`config.mk`:
```
export PLATFORM = sky130hd
export DESIGN_NAME = instr_pipe_regs
export DESIGN_NICKNAME = d
export VERILOG_FILES = /design/src/rtl/instr_pipe_regs.sv
export SDC_FILE = /design/constraint.sdc
export NUM_CORES = 1
export LEC_CHECK = 0
export BUFFER_PORTS_ARGS = -buffer_cell sky130_fd_sc_hd__buf_2
export CELL_PAD_IN_SITES_DETAIL_PLACEMENT = 1
export CELL_PAD_IN_SITES_GLOBAL_PLACEMENT = 2
export CORE_ASPECT_RATIO = 0.9
export CORE_MARGIN = 4
export CORE_UTILIZATION = 25
export CTS_CLUSTER_DIAMETER = 30
export DETAILED_ROUTE_END_ITERATION = 8
export GPL_ROUTABILITY_DRIVEN = 0
export PLACE_DENSITY = 0.69
export SYNTH_ARGS = -nofsm -noshare
export SYNTH_HDL_FRONTEND = slang
export SYNTH_SLANG_ARGS = --single-unit
```
`constraint.sdc`:
```
create_clock -name clock -period 2.4 [get_ports clock]
set_clock_uncertainty 0.2 [all_clocks]
set_input_delay 0.48 -clock clock [delete_from_list [all_inputs] [get_ports clock]]
set_output_delay 0.48 -clock clock [all_outputs]
set_load 0.02 [all_outputs]
```
`src/rtl/instr_pipe_regs.sv`:
```
// rtl/instr_pipe_regs.sv - fetch and instruction pipeline registers (IR/IR3/IR4) with branch squash and STOP drain
//
// Purpose: owns the fetch PC and the decode/execute/writeback instruction
// registers feeding the pipeline controller; squashes wrong-path work on a
// taken branch, drains and halts on STOP, and counts retired instructions.
//
// Ports:
//   clock          in   1      rising-edge clock
//   reset          in   1      asynchronous active-low reset
//   mem_instr      in   W      instruction memory data at address pc
//   branch_taken   in   1      branch in ir3 resolved taken this cycle
//   branch_target  in   W      branch destination, valid with branch_taken
//   pc             out  W      fetch address
//   ir             out  W      decode-stage instruction
//   pc2            out  W      PC of ir
//   ir3            out  W      execute-stage instruction
//   pc3            out  W      PC of ir3
//   ir4            out  W      writeback-stage instruction
//   halted         out  1      pipe drained after STOP
//   retired_count  out  CNT_W  saturating count of real instructions entering ir4

module instr_pipe_regs #(
  parameter int          W       = 8,
  parameter logic [3:0]  NOP_OP  = 4'b1010,
  parameter logic [3:0]  STOP_OP = 4'b0001,
  parameter int          CNT_W   = 16
) (
  input  logic             clock,
  input  logic             reset,
  input  logic [W-1:0]     mem_instr,
  input  logic             branch_taken,
  input  logic [W-1:0]     branch_target,
  output logic [W-1:0]     pc,
  output logic [W-1:0]     ir,
  output logic [W-1:0]     pc2,
  output logic [W-1:0]     ir3,
  output logic [W-1:0]     pc3,
  output logic [W-1:0]     ir4,
  output logic             halted,
  output logic [CNT_W-1:0] retired_count
);

  typedef enum logic [1:0] {S_RUN, S_DRAIN1, S_DRAIN2, S_HALT} state_t;

  localparam logic [W-1:0]     NOP_WORD = {{(W-4){1'b0}}, NOP_OP};
  localparam logic [W-1:0]     PC_ONE   = {{(W-1){1'b0}}, 1'b1};
  localparam logic [CNT_W-1:0] CNT_ONE  = {{(CNT_W-1){1'b0}}, 1'b1};

  state_t            r_state, w_state_nxt;
  logic [W-1:0]      r_pc, r_ir, r_pc2, r_ir3, r_pc3, r_ir4;
  logic [W-1:0]      w_pc_nxt, w_ir_nxt, w_pc2_nxt, w_ir3_nxt, w_pc3_nxt, w_ir4_nxt;
  logic              r_halted, w_halted_nxt;
  logic [CNT_W-1:0]  r_retired;

  logic              w_br_op;
  logic              w_branch;
  logic              w_stop;
  logic              w_ir4_from_ir3;
  logic              w_retire;

  // Only branch opcodes in ir3 can honour branch_taken; anything else is noise.
  assign w_br_op  = (r_ir3[3:0] == 4'b0101) || (r_ir3[3:0] == 4'b1001) ||
                    (r_ir3[3:0] == 4'b1101);
  assign w_branch = (r_state == S_RUN) && branch_taken && w_br_op;
  // A STOP behind a taken branch is on the wrong path, so branch wins.
  assign w_stop   = (r_state == S_RUN) && !w_branch && (r_ir[3:0] == STOP_OP);

  always_ff @(posedge clock or negedge reset) begin
    if (!reset) r_state <= S_RUN;
    else        r_state <= w_state_nxt;
  end

  always_comb begin
    w_state_nxt    = r_state;
    w_pc_nxt       = r_pc;
    w_ir_nxt       = r_ir;
    w_pc2_nxt      = r_pc2;
    w_ir3_nxt      = r_ir3;
    w_pc3_nxt      = r_pc3;
    w_ir4_nxt      = r_ir4;
    w_halted_nxt   = r_halted;
    w_ir4_from_ir3 = 1'b0;
    case (r_state)
      S_RUN: begin
        w_ir4_nxt      = r_ir3;
        w_ir4_from_ir3 = 1'b1;
        if (w_branch) begin
          w_pc_nxt  = branch_target;
          w_ir_nxt  = NOP_WORD;
          w_ir3_nxt = NOP_WORD;
          w_pc2_nxt = '0;
          w_pc3_nxt = '0;
        end else if (w_stop) begin
          // Fetch freezes with STOP parked in ir; older work drains out.
          w_ir3_nxt   = NOP_WORD;
          w_state_nxt = S_DRAIN1;
        end else begin
          w_ir_nxt  = mem_instr;
          w_pc2_nxt = r_pc;
          w_ir3_nxt = r_ir;
          w_pc3_nxt = r_pc2;
          w_pc_nxt  = r_pc + PC_ONE;
        end
      end
      S_DRAIN1: begin
        w_ir4_nxt      = r_ir3;
        w_ir4_from_ir3 = 1'b1;
        w_ir3_nxt      = NOP_WORD;
        w_state_nxt    = S_DRAIN2;
      end
      S_DRAIN2: begin
        w_ir4_nxt    = NOP_WORD;
        w_halted_nxt = 1'b1;
        w_state_nxt  = S_HALT;
      end
      default: begin
        w_state_nxt = S_HALT;
      end
    endcase
  end

  assign w_retire = w_ir4_from_ir3 && (r_ir3[3:0] != NOP_OP) && (r_ir3[3:0] != STOP_OP);

  always_ff @(posedge clock or negedge reset) begin
    if (!reset) begin
      r_pc      <= '0;
      r_ir      <= NOP_WORD;
      r_pc2     <= '0;
      r_ir3     <= NOP_WORD;
      r_pc3     <= '0;
      r_ir4     <= NOP_WORD;
      r_halted  <= 1'b0;
      r_retired <= '0;
    end else begin
      r_pc     <= w_pc_nxt;
      r_ir     <= w_ir_nxt;
      r_pc2    <= w_pc2_nxt;
      r_ir3    <= w_ir3_nxt;
      r_pc3    <= w_pc3_nxt;
      r_ir4    <= w_ir4_nxt;
      r_halted <= w_halted_nxt;
      if (w_retire && !(&r_retired)) r_retired <= r_retired + CNT_ONE;
    end
  end

  assign pc            = r_pc;
  assign ir            = r_ir;
  assign pc2           = r_pc2;
  assign ir3           = r_ir3;
  assign pc3           = r_pc3;
  assign ir4           = r_ir4;
  assign halted        = r_halted;
  assign retired_count = r_retired;

endmodule

```
==> metrics list <==
* Run status: complete, no violations
- Post-synthesis area per instance: 11.68 µm²
- Worst stage delay on the critical path: 0.70 ns
* Number of H-tree branching levels: 3
* Critical path data arrival time: 2.19 ns
- Dividing the detail-routed via count by the number of cells gives 4.686.
- The share of synthesized area in the top cell type comes to 0.5027.
- Across every metal layer, demand over resource in global routing totals 0.1263.
* Final setup vio count: 0
- Of all nets on the critical path, the largest fanout is 6.
* Clock latency on the worst-skew pair: 0.33 ns
- The cell family contributing the most delay on the critical path is compound AO/OA/AOI/OAI gates.
- The clock passes through at most 2 buffers.
- CTS saw 67 sinks.
- After floorplanning, the core was divided into 37 placement rows.
* Min-Delay Path Depth: 2
* Final worst path period need: 2.177 ns
- Counting every net in the synthesized netlist gives 281.
- Synthesis handed over a netlist of 260 instances.
- Primary flip-flop cell chosen by synthesis mapping: sky130_fd_sc_hd__dfrtp_1
- Crit path kind: reg -> reg
- Initial Utilization: 0.2603
- Vertical die dimension: 112.6 µm
* Die W: 124.2 µm
- Wire length of the first global-routing pass: 13730 µm
- Max-Cap Viols: 0
* Post-Route WL: 8637 µm
* HPWL after detailed placement: 6280 µm
* Diodes inserted: 0
* Fraction of the yosys area taken by sequential cells: 0.5546
- Cell taking the most area after synthesis: sky130_fd_sc_hd__dfrtp_1
* Post-layout nets: 376
- Global route total overflow: 0
- Iter 0 DRT Violations: 87
- Clock-pin slew was measured on the worst setup and hold paths at 0.06 ns.
* Max Fclk: 459.3 MHz
- Ports placed on the boundary: 84
- WP data required: 2.41 ns
* Die area: 0.01398 mm²
- After clock tree synthesis, the repair step resized 0 gates.
- Dividing the final minimum period by the clock period gives 0.9072.
- TritonCTS built the clock tree.
- Aggregate negative setup slack: 0 ns
* Number of global-route vias before repair: 2473
* Count of port buffers added during placement: 83
- For the pin with the worst max-slew slack, the measured transition is 0.8075 ns.
* Via count of the routed design: 2418
* Slew Viols, Final: 0
* Fraction of synthesis flops using an asynchronous set or reset pin: 1.000
- Relative to the synthesized area, the layout overhead comes to 30.74%.
* Leading cell types by total area after synthesis: sky130_fd_sc_hd__dfrtp_1, sky130_fd_sc_hd__a22o_1, sky130_fd_sc_hd__dfstp_2, sky130_fd_sc_hd__nand3_1, sky130_fd_sc_hd__nand2_1
- Leakage: 1.912 nW
- CTS Buf Count: 9
- During synthesis, Yosys emitted a total of 0 warnings.
- In this run the standard cell core region covers 0.01167 mm².
* Number of flops mapped to enable cells by yosys: 0
* Crit-path cells: nor2_1 -> a211oi_1 -> nand2_1 -> mux2_2
- Number of buffer and inverter instances along the worst setup path: 0
- Of the cells placed in the final design, the portion with a size suffix greater than 1 is 0.3639.
- Largest net degree at the start of global routing: 68
- In the final routed layout, each cell accounts on average for 16.74 µm.
- Number of stages on the worst setup path: 4
- The worst pin sits at a relative slew slack of 0.4584.
- The worst-case IR drop observed on VDD is 321.9 µV.
* Setup repair after global routing missed its margin: no
* Number of placed instances with taps included: 499
* Count of TritonRoute iterations in the first routing pass: 4
- Final hold violation count: 0
* Count of unique library cells instantiated by Yosys: 46
- Synthesis-stage register bit count: 67
- Classification of the worst-slack hold path: in -> reg
- Antenna violations before repair: 0
- Startpoint type of the worst setup path: flop
- Power spread over the standard cell area amounts to 1187 mW/mm².
- Post-layout instance count excluding filler cells: 516
- Number of filler cells placed in the layout: 1341
- Once detail routing completed, the nets flagged for antenna violations numbered 0.
- Endpoint kind of the worst setup timing path: flop
* Utilization of the core after routing: 0.3403
* Worst r2r path cells: 4
- For this run, design rule violations remaining after detail routing come to 0.
- On the critical path, the stage with the largest delay is an instance of sky130_fd_sc_hd__a211oi_1.
- In this run the clock root is driven by a sky130_fd_sc_hd__clkbuf_16.
* Post-synth design cell area: 0.003037 mm²
[report_power, final]
group / switching (mW) / leakage (nW) / internal, mW
clock network: 0.494 / 0.139 / 0.804
registers: 0.403 / 0.842 / 1.53
logic: 0.867 / 0.931 / 0.612
[sequential cells by signal, summed over array words and instances, names as in the netlist]
name and flops:
halted 1, ir 8, ir3 8, ir4 8, pc 8, pc2 8
pc3 8, r_state 2, retired_count 16
[final cells by class]
class                      count  area, µm²  area share
clock buffer                  10      229.0     0.05767
tap                          156      195.2     0.04916
sequential                    67       1684      0.4242
inverter                      12      45.04     0.01135
timing repair buffer          95      520.5      0.1311
multi-input combinational    170       1232      0.3104
clock inverter                 6      63.81     0.01607
[cell usage after synthesis (all sizes together), types with 3 or more instances]
master   instances
o22a             3
buf              7
xnor2            5
or4              3
nor2b            4
mux2i            5
a2bb2oi          5
xor2             7
and4             3
nor2             6
nor4             7
nand2           19
nand3           18
a21oi            3
inv             12
a22o            27
a211oi           6
mux2             6
nand4            6
and3             5
o21ai            9
dfstp            6
dfrtp           61
clkbuf           4
nor3             4
[cells in the final DEF, fill, tap and decap left out, types with 6 or more instances in the layout]
master / Yosys / final
sky130_fd_sc_hd__nand2_1: 19 / 19
sky130_fd_sc_hd__xor2_1: 7 / 7
sky130_fd_sc_hd__mux2_2: 6 / 6
sky130_fd_sc_hd__a211oi_1: 6 / 6
sky130_fd_sc_hd__dfrtp_1: 61 / 61
sky130_fd_sc_hd__nor4_1: 7 / 7
sky130_fd_sc_hd__nand3_1: 17 / 17
sky130_fd_sc_hd__buf_4: 0 / 10
sky130_fd_sc_hd__nor2_1: 6 / 6
sky130_fd_sc_hd__o21ai_0: 8 / 8
sky130_fd_sc_hd__clkbuf_16: 0 / 9
sky130_fd_sc_hd__inv_1: 12 / 12
sky130_fd_sc_hd__a22o_1: 27 / 27
sky130_fd_sc_hd__nand4_1: 6 / 6
sky130_fd_sc_hd__dfstp_2: 6 / 6
sky130_fd_sc_hd__buf_2: 3 / 83
[path summary, 6_finish.rpt]
path / start / to / slack (ns)
setup / recovery: ir3[3] / retired_count[1] / 0.22
hold / removal: mem_instr[7] / ir[7] / 0.17
setup reg to reg: ir3[3] / retired_count[1] / 0.22
hold reg to reg: halted / halted / 0.26
max in group asynchronous: reset / ir3[3] / 1.15
min in group asynchronous: reset / pc3[3] / 0.51
[routing by layer]
metal  track usage  wire (µm)  vias to the layer above  part of all wire
met5             0          0                        -                 0
met4       0.03942        104                        0             0.012
met3       0.03728        455                        8             0.053
met2        0.1985       4164                       45              0.48
met1        0.1671       3912                     1204              0.45
li1              -          -                     1161                 -
[cell families after synthesis]
logic type	after synthesis	synth area share
AO/OA/AOI/OAI	60	0.1607
flip-flops	67	0.5546
adder cells (fa/ha/maj)	2	0.008239
multiplexers	11	0.03873
AND/OR/NAND/NOR	85	0.1636
buffers and inverters	23	0.03955
XOR/XNOR	12	0.03461
[repair_timing]
| action | CTS | global route |
|---|---|---|
| hold buffers | 1 | 0 |
| setup buffers | 0 | 0 |
| endpoints found under the hold margin | 60 | 0 |
| setup endpoints to repair | 0 | 0 |
[per-stage QoR]
step	worst slack, ns	cell area [µm²]	total power, mW	hold WS [ns]
2_1_floorplan	0.2405	3037	2.822	-0.01559
3_3_place_gp	0.2177	3667	3.443	0.2454
3_5_place_dp	0.1894	3667	3.472	0.2552
4_1_cts	0.1740	3970	4.804	0.1629
5_1_grt	0.1038	3970	5.023	0.1662
6_report	0.2226	3970	4.713	0.1715
Note: power is estimated with default switching activity, not from simulation.
